File: src/rtl/pr_en.sv
// Registered 4:1 select-and-capture stage with select-change pulse.
// Optional even-parity output enabled by defining PR_EN_PARITY_EN.
module pr_en #(
    parameter int WIDTH = 8
) (
    input  logic             clk,
    input  logic             rst,
    input  logic [WIDTH-1:0] a,
    input  logic [WIDTH-1:0] b,
    input  logic [WIDTH-1:0] c,
    input  logic [WIDTH-1:0] d,
    input  logic [1:0]       sel,
    input  logic             en,
    output logic [WIDTH-1:0] out,
    output logic             out_valid,
    output logic [1:0]       sel_q,
    output logic             sel_chg
`ifdef PR_EN_PARITY_EN
    ,
    output logic             out_par
`endif
);

    logic [WIDTH-1:0] mux_data;
    logic             captured;

    // NOTE: assign a value before the case so no path leaves mux_data unassigned (no latch).
    always_comb begin
        mux_data = a;
        case (sel)
            2'd0: mux_data = a;
            2'd1: mux_data = b;
            2'd2: mux_data = c;
            2'd3: mux_data = d;
        endcase
    end

    // NOTE: sequential state uses non-blocking assignments so every flop samples pre-edge values.
    always_ff @(posedge clk) begin
        if (rst) begin
            out       <= '0;
            sel_q     <= 2'd0;
            out_valid <= 1'b0;
            sel_chg   <= 1'b0;
            captured  <= 1'b0;
        end else begin
            out_valid <= en;
            // The first capture after reset has no previous select to differ from.
            sel_chg   <= en && captured && (sel != sel_q);
            if (en) begin
                out      <= mux_data;
                sel_q    <= sel;
                captured <= 1'b1;
            end
        end
    end

`ifdef PR_EN_PARITY_EN
    always_ff @(posedge clk) begin
        if (rst) begin
            out_par <= 1'b0;
        end else if (en) begin
            out_par <= ^mux_data;
        end
    end
`endif

endmodule

File: config.mk
export PLATFORM = sky130hd
export DESIGN_NAME = pr_en
export DESIGN_NICKNAME = d
export VERILOG_FILES = /design/src/rtl/pr_en.sv
export SDC_FILE = /design/constraint.sdc
export NUM_CORES = 1
export LEC_CHECK = 0
export ABC_AREA = 1
export CORE_AREA = 8 8 53 55
export CTS_BUF_LIST = sky130_fd_sc_hd__clkbuf_8
export DETAILED_ROUTE_END_ITERATION = 10
export DIE_AREA = 0 0 61 63
export PLACE_DENSITY = 0.85
export RECOVER_POWER = 100
export SYNTH_ARGS = -nofsm -noshare
export SYNTH_HDL_FRONTEND = slang
export SYNTH_SLANG_ARGS = --single-unit
File: constraint.sdc
create_clock -name clk -period 1.2 [get_ports clk]
set_input_delay 0.12 -clock clk [delete_from_list [all_inputs] [get_ports clk]]
set_output_delay 0.12 -clock clk [all_outputs]
set_load 0.01 [all_outputs]
# Word-level counts from Yosys, hierarchy flattened
# Index checks and enable logic that the tools add are counted.
[word_totals] register_bits=13 in_bits=37 out_inout_bits=12 elab_cells=13
[classes] n_eq_ne=4 n_mux=1 reduce_logical=3
[op_table] op="one-hot mux 8 bit (4 select lines)" n=1
[op_table] op="== test 2 bit, second input constant" n=2
[op_table] op="== test 2 x 1 -> 1 bit, second input constant" n=1
[op_table] op="logical AND 1 bit" n=2
[op_table] op="zero test 2 bit" n=1
[op_table] op="!= test 2 bit" n=1

# Longest topological paths before layout
# Gate-level depths: netlist of the first run.
[logic_depth] word_depth=2 depth_mapped=7 ltp_nobuf=6

# Worst setup path after synthesis of the first run
# No wires, ideal clock.
[synth_path] path_type="input to register" startpoint="input port sel[0]" endpoint="register out[0]" setup_time_ns=0.132 arrival_time_ns=0.662 t_required_ns=1.068 setup_slack_ns=0.405 path_stages=5 n_path_buf=1 cell_sequence="buf_4 nor2_2 a21oi_1 nand2_1 a21oi_1"
[synth_between] elab_chain_len=2 word_cells_on_any_way=5 classes_between="3 x eq/ne; 1 x mux; 1 x reduce/logical"
[synth_rtl] element="from (decl)" line="12" source="input logic [1:0] sel,"
[synth_rtl] element="== test 2 bit (tied with other cells)" line="30" source="case (sel)"
[synth_rtl] element="one-hot mux 8 bit (4 select lines) (*)" line="30"
[synth_rtl] element="to (signal assigned)" line="51" source="out <= mux_data;"
[synth_rtl] element="to (decl)" line="14" source="output logic [WIDTH-1:0] out,"
# Every way passes the cells marked *; elsewhere a longest branch is shown, timed or not.
# A chain may end at the register's enable or synchronous reset.

# Final worst setup path of the first run
[layout_path] startpoint="input port sel[0]" endpoint="register out[2]"
# Same word-level chain as after synthesis.

==> results_dict.tcl, run 1 <==
set metrics [dict create \
    status "finished clean" \
    clkLatencyLatePin_ns 0.24 \
    io_pins 49 \
    crit_path_max_fanout 11 \
    maxCapViolations 0 \
    rows 17 \
    die_h_um 63 \
    cp-endpoint "out[2]$_SDFFE_PP0P_" \
    nets 200 \
    ant_nets 0 \
    seq_power_share_pct 40.4 \
    clkTransAtPathRegs_ns 0.05 \
    synthCells 108 \
    fin_util_pct 62.5 \
    wl_um 2590 \
    p_per_area_mw_per_mm2 911 \
    gp_congestion 0.822 \
    worstRegToRegCells 2 \
    r2r_end "sel_chg$_SDFF_PP0_" \
    r2r-start "sel_q[1]$_SDFFE_PP0P_" \
    cts_buffers 3 \
    dp_slack_ns -0.218 \
    stdcell_count 190 \
    start_util_pct 35.1 \
    totalPowerFinal_mw 1.18 \
    die_w_um 61 \
    critPathKind "in2reg" \
    coreArea_mm2 0.00206 \
    dr_total_vias 890 \
    comb_power_share_pct 27.4 \
    cts_max_level 1 \
    synth-seq-cells 13 \
    die-area_mm2 0.00384 \
    grt.overflow.total 0 \
    cts_setup_buffers 0 \
    grt_max_degree 18 \
    avgSynthCellArea_um2 6.70 \
    power.internal_uw 873 \
    diodes 0 \
    cp-start-kind "input port" \
    rrSetupSlack_ns 0.49 \
    cts_buffer_depth 2 \
    tightestPinTransition_ns 0.310 \
    clock-sinks 13 \
    yosys_warnings 0 \
    netlist_area_um2 723 \
    drt_first_iter_violations 21 \
    min_path_type "reg2reg" \
    crit_arrival_ns 1.22 \
    max_freq_mhz 919 \
    drv_slew 0 \
    min_period_over_period_pct 90.7 \
    drive_above_1_share_pct 8.02 \
    critPathCaptureType "register" \
    remaining_drc_errors 0 \
    hpwl_um 2100 \
    antenna_found_initial 0 \
    syn_nets 145 \
    grt_first_pass_wirelength_um 4110 \
    gr-usage-all-layers_pct 13.8 \
    holdBufCountCts 0 \
    setup_viol 0 \
    slew_headroom_pct 79.3 \
    switching_share_pct 25.7 \
    finalHoldViolations 0 \
    yosysSeqAreaShare_pct 36.0 \
    power.leakage_nw 0.609 \
    fin_crit_ns 1.09 \
    crit_start "sel[0]" \
    wl_per_cell_um 13.6 \
    dp.cells 186 \
    via_per_inst 4.68 \
    grt_pass1_vias 909 \
    p_switching_uw 303 \
    cts-root-buf "clkbuf_8" \
    synthDistinctLibCells 15 \
    required_ns 1.33 \
    layout_setup_ws_ns 0.111 \
    syn2layout_area_growth_pct 78.4 \
    firstDrtPassIters 4 \
    cts_tree "built" \
    port_buffers 48 \
    clock_power_share_pct 32.2 \
    clock_skew_ns 0.00266 \
    ir_worst_vdd_mv 0.680 \
]
-- power by group through the flow --
stage	logic, mW	registers, mW	clock network, mW
floorplan	0.120	0.495	0
global placement	0.331	0.484	0
detailed placement	0.338	0.485	0
CTS	0.323	0.475	0.390
global route	0.353	0.477	0.423
finish	0.322	0.474	0.379
-- worst min path at each step --
stage / to / cells after the start / startpoint / slack (ns)
floorplan: out_valid$_SDFF_PP0_ / 1 / rst / 0.20
global placement: sel_chg$_SDFF_PP0_ / 2 / captured$_SDFFE_PP0P_ / 0.44
detailed placement: sel_chg$_SDFF_PP0_ / 2 / captured$_SDFFE_PP0P_ / 0.44
CTS: sel_chg$_SDFF_PP0_ / 2 / captured$_SDFFE_PP0P_ / 0.45
global route: sel_chg$_SDFF_PP0_ / 2 / captured$_SDFFE_PP0P_ / 0.47
finish: sel_chg$_SDFF_PP0_ / 2 / captured$_SDFFE_PP0P_ / 0.45
-- metal layers --
| layer | vias up | track usage [%] | routed length (um) | part of all wire, % |
|---|---|---|---|---|
| li1 | 463 | - | - | - |
| met1 | 384 | 15.0 | 1090 | 42 |
| met4 | 0 | 4.66 | 50 | 1.9 |
| met5 | - | 0 | 0 | 0 |
| met3 | 5 | 6.17 | 263 | 10 |
| met2 | 38 | 22.6 | 1190 | 46 |
-- worst max-delay path, cell delays in order --
cell and delay [ns]:
clkdlybuf4s50_1 0.51, inv_1 0.17, o21bai_1 0.17, nand3_1 0.12, nand2_1 0.08, a21oi_1 0.05
-- cell type report --
class / instances / area, um2
Clock buffer: 3 / 41.3
Multi-Input combinational cell: 77 / 384
Sequential cell: 13 / 260
Tap cell: 28 / 35.0
Inverter: 13 / 48.8
Fill cell: 198 / 773
Timing Repair Buffer: 55 / 517
Clock inverter: 1 / 3.75
-- cell usage after synthesis, drive strengths merged --
library cell | number | area share (%)
inv | 13 | 6.7
o21bai | 8 | 8.3
nand2 | 25 | 13
buf | 4 | 4.3
o21ai | 2 | 1.4
nor2 | 4 | 2.4
xnor2 | 2 | 2.4
a21oi | 19 | 13
clkbuf | 1 | 0.52
dfxtp | 13 | 36
nand3 | 17 | 12
-- placed cells by master (no fill, tap or decap), types with 3 or more instances in the layout --
cell	instances
clkdlybuf4s50_1	34
nand2_1	25
a21oi_1	19
nand3_1	17
dfxtp_1	13
dlygate4sd2_1	12
inv_1	11
o21bai_1	8
buf_4	6
inv_2	3
nor2_1	3
clkbuf_8	3
-- stage by stage --
stage / setup TNS, ns / hold slack (ns) / area [um2]
after floorplan: 0 / 0.204 / 723
after global placement: -1.37 / 0.444 / 1260
final: 0 / 0.452 / 1290
after global routing: -0.00172 / 0.467 / 1290
after CTS: 0 / 0.454 / 1290
after detailed placement: -1.69 / 0.442 / 1260
-- what timing repair did --
item	4_1_cts	5_1_grt
resized for setup	12	3
setup endpoints to repair	12	7
pin swaps	0	0
-- sequential cells by signal, indices dropped and copies added (netlist names) --
name / flops
sel_q: 2
out_valid: 1
sel_chg: 1
out: 8
captured: 1
-- logic make-up after synthesis --
group	synth area share (%)
buf+inv	11.6
simple gates	27.2
flops	36.0
xor+xnor	2.42
compound gates	22.8
No activity file was read; power rests on OpenSTA's default activity.
==> run 2: changes to the inputs <==
HOLD_SLACK_MARGIN = 0.12   (was default)
MAX_ROUTING_LAYER = met4   (was default)
==> run 2 against run 1 <==
Via count is 4.6% higher. Sequential cell count stayed put. Core utilization stayed put. Clock skew is 0.0023 ns higher. Sequential share of layout area stayed put. Cell area stayed put. First-iteration DRC count is 4.8% higher. Fmax is 1.4% higher. Worst setup slack better by 0.015 ns.
==> results_dict.tcl, run 2 (synthesis results as in run 1) <==
set metrics [dict create \
    cts-root-buf "clkbuf_8" \
    gr-usage-all-layers_pct 13.9 \
    drt_first_iter_violations 22 \
    port_buffers 48 \
    firstDrtPassIters 4 \
    ant_nets 0 \
    clkTransAtPathRegs_ns 0.05 \
    drive_above_1_share_pct 8.02 \
    dr_total_vias 931 \
    setup_viol 0 \
    die-area_mm2 0.00384 \
    cts_buffer_depth 2 \
    rsz0062_at_grt "false" \
    cts_buffers 3 \
    crit_path_max_incr_delay_ns 0.45 \
    cts_max_level 1 \
    wl_per_cell_um 13.6 \
    grt_first_pass_wirelength_um 3970 \
    dp.cells 186 \
    min_path_type "reg2reg" \
    start_util_pct 35.1 \
    required_ns 1.38 \
    antenna_found_initial 0 \
    min_period_over_period_pct 89.5 \
    via_per_inst 4.90 \
    crit_arrival_ns 1.25 \
    wl_um 2580 \
    io_pins 49 \
    power.leakage_nw 0.609 \
    remaining_drc_errors 0 \
    grt_max_degree 18 \
    critPathKind "in2reg" \
    stdcell_count 190 \
    cp_cell_sequence "clkdlybuf4s50_1 > inv_1 > nand3_1 > nand3_1 > nand2_1 > a21oi_1" \
    crit_slowest_cell "clkdlybuf4s50_1" \
    coreArea_mm2 0.00206 \
    status "finished clean" \
    rrSetupSlack_ns 0.50 \
    holdWs_ns 0.459 \
    dp_slack_ns -0.229 \
    grt.overflow.total 0 \
    die_h_um 63 \
    clock-sinks 13 \
    maxCapViolations 0 \
    nets 200 \
    diodes 0 \
    grt_pass1_vias 924 \
    crit_path_max_fanout 11 \
    slew_headroom_pct 78.8 \
    tightestPinTransition_ns 0.317 \
    die_w_um 61 \
    clock_skew_ns 0.00492 \
    max_freq_mhz 932 \
    hpwl_um 2140 \
    cts_tree "built" \
    fin_crit_ns 1.07 \
    top_regs "out x8, sel_q x2" \
    holdBufCountCts 0 \
    layout_setup_ws_ns 0.127 \
    regMostFlops "out" \
    drv_slew 0 \
    rows 17 \
    finalHoldViolations 0 \
    cts_setup_buffers 0 \
    critPathCaptureType "register" \
    final_common_cell "clkdlybuf4s50_1" \
    cp-start-kind "input port" \
    tns_ns 0 \
    mostFrequentLayoutCells "clkdlybuf4s50_1 (34), nand2_1 (25), a21oi_1 (19)" \
    path_common_cell "nand3_1" \
    ir_worst_vdd_mv 0.655 \
    clkLatencyLatePin_ns 0.25 \
    p_per_area_mw_per_mm2 920 \
    syn2layout_area_growth_pct 78.4 \
    largest_reg_flops 8 \
    gp_congestion 0.844 \
]
[run 2: cell counts in the layout (fill, tap and decap cells not counted)]
Identical to the previous run, type by type.
[run 2: area by class of cell]
type / count / area (um2)
Sequential cell: 13 / 260
Multi-Input combinational cell: 77 / 384
Timing Repair Buffer: 55 / 517
Clock inverter: 1 / 3.75
Inverter: 13 / 48.8
Tap cell: 28 / 35.0
Fill cell: 206 / 773
Clock buffer: 3 / 41.3
[run 2: final timing paths]
check | startpoint | cells after the start | endpoint
worst max-delay path | sel[0] | 6 | out[7]$_SDFFE_PP0P_
worst min-delay path | captured$_SDFFE_PP0P_ | 2 | sel_chg$_SDFF_PP0_
worst max register to register | sel_q[1]$_SDFFE_PP0P_ | 2 | sel_chg$_SDFF_PP0_
worst min register to register | captured$_SDFFE_PP0P_ | 2 | sel_chg$_SDFF_PP0_
[run 2: layer usage]
layer / vias to the layer above / share of wire (%) / track usage [%] / wire, um
li1: 462 / - / - / -
met1: 412 / 40 / 14.1 / 1040
met2: 47 / 47 / 22.6 / 1220
met3: 10 / 8.9 / 4.32 / 230
met4: 0 / 3.4 / 7.87 / 88
met5: - / 0 / - / 0
[run 2: report_power, final]
group | switching [mW] | internal (mW) | leakage, nW
sequential | 0.0146 | 0.460 | 0.107
clock | 0.165 | 0.226 | 0.0269
combinational | 0.133 | 0.187 | 0.474
[run 2: worst max-delay path: cells and delay by family]
kind,cells,cell delay (ns)
simple gates,3,0.31
buf+inv,2,0.71
compound gates,1,0.12
[run 2: through the flow]
stage | cell area (um2) | utilization (%) | total power [mW]
global route | 1290 | 62.5 | 1.25
finish | 1290 | 62.5 | 1.19
floorplan | 723 | - | 0.615
CTS | 1290 | 62.3 | 1.20
global placement | 1260 | 60.9 | 0.816
detailed placement | 1260 | 60.9 | 0.824
[run 2: timing repair]
| action | 4_1_cts | 5_1_grt |
|---|---|---|
| endpoints found under the setup margin | 12 | 6 |
| pin swaps | 0 | 0 |
| resized for setup | 12 | 3 |
==> run 3: changes to the inputs <==
--- a/config.mk
+++ b/config.mk
@@ -7,8 +7,10 @@
 export LEC_CHECK = 0
 export ABC_AREA = 1
-export CORE_AREA = 8 8 53 55
+export CELL_PAD_IN_SITES_DETAIL_PLACEMENT = 2
+export CELL_PAD_IN_SITES_GLOBAL_PLACEMENT = 2
+export CORE_AREA = 8 8 73 75
 export CTS_BUF_LIST = sky130_fd_sc_hd__clkbuf_8
 export DETAILED_ROUTE_END_ITERATION = 10
-export DIE_AREA = 0 0 61 63
+export DIE_AREA = 0 0 81 83
 export HOLD_SLACK_MARGIN = 0.12
 export MAX_ROUTING_LAYER = met4
==> constraint.sdc (replaced) <==
create_clock -name clk -period 1.2 [get_ports clk]
set_input_delay 0.24 -clock clk [delete_from_list [all_inputs] [get_ports clk]]
set_output_delay 0.24 -clock clk [all_outputs]
set_load 0.01 [all_outputs]
==> run 3 against run 2 <==
First-iteration DRC count up 27%. Combinational power is 7.8% higher. Total power up 1.8%. Largest power group unchanged.
==> results_dict.tcl, run 3 (synthesis results as in run 1) <==
set metrics [dict create \
    status "finished clean" \
    clkLatencyLatePin_ns 0.24 \
    cp-start-kind "register" \
    remaining_drc_errors 0 \
    cp_top_family "flip-flops" \
    final_common_cell "clkdlybuf4s50_1" \
    crit_path_max_fanout 2 \
    ir_worst_vdd_mv 0.532 \
    wl_met2_um 1750 \
    power.internal_uw 883 \
    fin_crit_ns 1.11 \
    start_util_pct 17.2 \
    met1_length_um 1380 \
    io_pins 49 \
    drive_above_1_share_pct 10.8 \
    critPathKind "reg2out" \
    antenna_found_initial 0 \
    diodes 0 \
    top_regs "out x8, sel_q x2" \
    grt.overflow.total 0 \
    drt_first_iter_violations 28 \
    clock_power_share_pct 32.2 \
    mostFrequentLayoutCells "clkdlybuf4s50_1 (34), nand2_1 (25), a21oi_1 (19)" \
    p_per_area_mw_per_mm2 894 \
    cts-root-buf "clkbuf_8" \
    tightestPinTransition_ns 0.276 \
    gr-usage-all-layers_pct 10.6 \
    die_w_um 81 \
    cts_max_level 1 \
    crit_slowest_cell "dfxtp_1" \
    gp_congestion 0.780 \
    finalHoldViolations 0 \
    wl_um 3360 \
    coreArea_mm2 0.00420 \
    grt_first_pass_wirelength_um 5530 \
    min_path_type "reg2reg" \
    power.leakage_nw 0.627 \
    clock-sinks 13 \
    rows 24 \
    die_h_um 83 \
    crit_arrival_ns 0.87 \
    required_ns 0.96 \
    dr_total_vias 940 \
    hpwl_um 2800 \
    ant_nets 0 \
    nets 205 \
    p_switching_uw 325 \
    min_period_over_period_pct 92.7 \
    crit_buf_inv 1 \
    die-area_mm2 0.00672 \
    switching_share_pct 26.9 \
    register_area_um2 260 \
    crit_path_max_incr_delay_ns 0.34 \
    grt_max_degree 18 \
    syn2layout_area_growth_pct 87.0 \
    fill_cells 507 \
    regMostFlops "out" \
    clkTransAtPathRegs_ns 0.06 \
    cts_buffer_depth 2 \
    largest_reg_flops 8 \
    cts_tree "built" \
    design_area_mm2 0.00135 \
    drv_slew 0 \
    met3WireLength_um 218 \
    critPathCaptureType "output port" \
    port_buffers 48 \
    dp.cells 215 \
    via_per_inst 4.29 \
    wl_per_cell_um 15.3 \
    stdcell_count 219 \
    multi_input_area_um2 384 \
    cts_buffers 3 \
    cp_cell_sequence "dlygate4sd2_1" \
    setup_viol 0 \
    slew_headroom_pct 81.6 \
    clock_skew_ns 0.000378 \
    rsz0062_at_grt "false" \
    comb_power_share_pct 28.7 \
    seq_power_share_pct 39.2 \
    grt_pass1_vias 1108 \
    topRoutingLayerUsed "met4" \
    place_area_mm2 0.00132 \
    maxCapViolations 0 \
    max_freq_mhz 899 \
    firstDrtPassIters 4 \
]
[run 3: changes by cell type in the layout (fill, tap and decap cells not counted), sizes merged]
cell	before	now
buf	6	10
clkbuf	4	5
dlygate4sd2	12	14
dlygate4sd3	1	0
dlymetal6s2s	1	0
[run 3: final cells by class]
type                    count  share of cell area, %
clock inverters             1                  0.278
well taps                  52                   4.81
inverters                  13                   3.61
multi-input cells          77                   28.4
clock buffers               3                   3.05
repair buffers             60                   40.6
flip-flops and latches     13                   19.2
[run 3: path summary, 6_finish.rpt]
check	to	slack, ns	depth (start not counted)	from
max	sel_q[1]	0.09	1	sel_q[1]$_SDFFE_PP0P_
min	out[0]$_SDFFE_PP0P_	0.47	2	out[0]$_SDFFE_PP0P_
max reg2reg	sel_chg$_SDFF_PP0_	0.39	3	sel_q[1]$_SDFFE_PP0P_
min reg2reg	out[0]$_SDFFE_PP0P_	0.47	2	out[0]$_SDFFE_PP0P_
[run 3: power groups by stage]
stage	combinational, mW	sequential [mW]	clock (mW)
floorplan	0.120	0.495	0
global placement	0.356	0.483	0
detailed placement	0.371	0.485	0
CTS	0.357	0.475	0.404
global route	0.385	0.477	0.427
finish	0.346	0.474	0.389
[run 3: what timing repair did]
item | CTS | global route
setup endpoints to repair | 20 | 0
buffers inserted | 0 | 0
gates resized for setup | 16 | 0
hold buffers | 0 | 0
[run 3: routing by layer]
layer	GRT usage, %	up-vias
li1	-	475
met1	11.3	433
met2	18.5	30
met3	3.88	2
met4	1.46	0
met5	-	-
[run 3: per-stage QoR]
step | hold slack (ns) | TNS [ns] | utilization, % | power, mW | setup slack [ns]
floorplan | 0.324 | 0 | - | 0.615 | 0.285
global placement | 0.448 | -2.48 | 31.5 | 0.839 | -0.276
detailed placement | 0.457 | -3.26 | 31.5 | 0.855 | -0.350
CTS | 0.471 | 0 | 32.3 | 1.24 | 0.0612
global route | 0.498 | 0 | 32.2 | 1.29 | 0.0104
finish | 0.466 | 0 | 32.2 | 1.21 | 0.0871
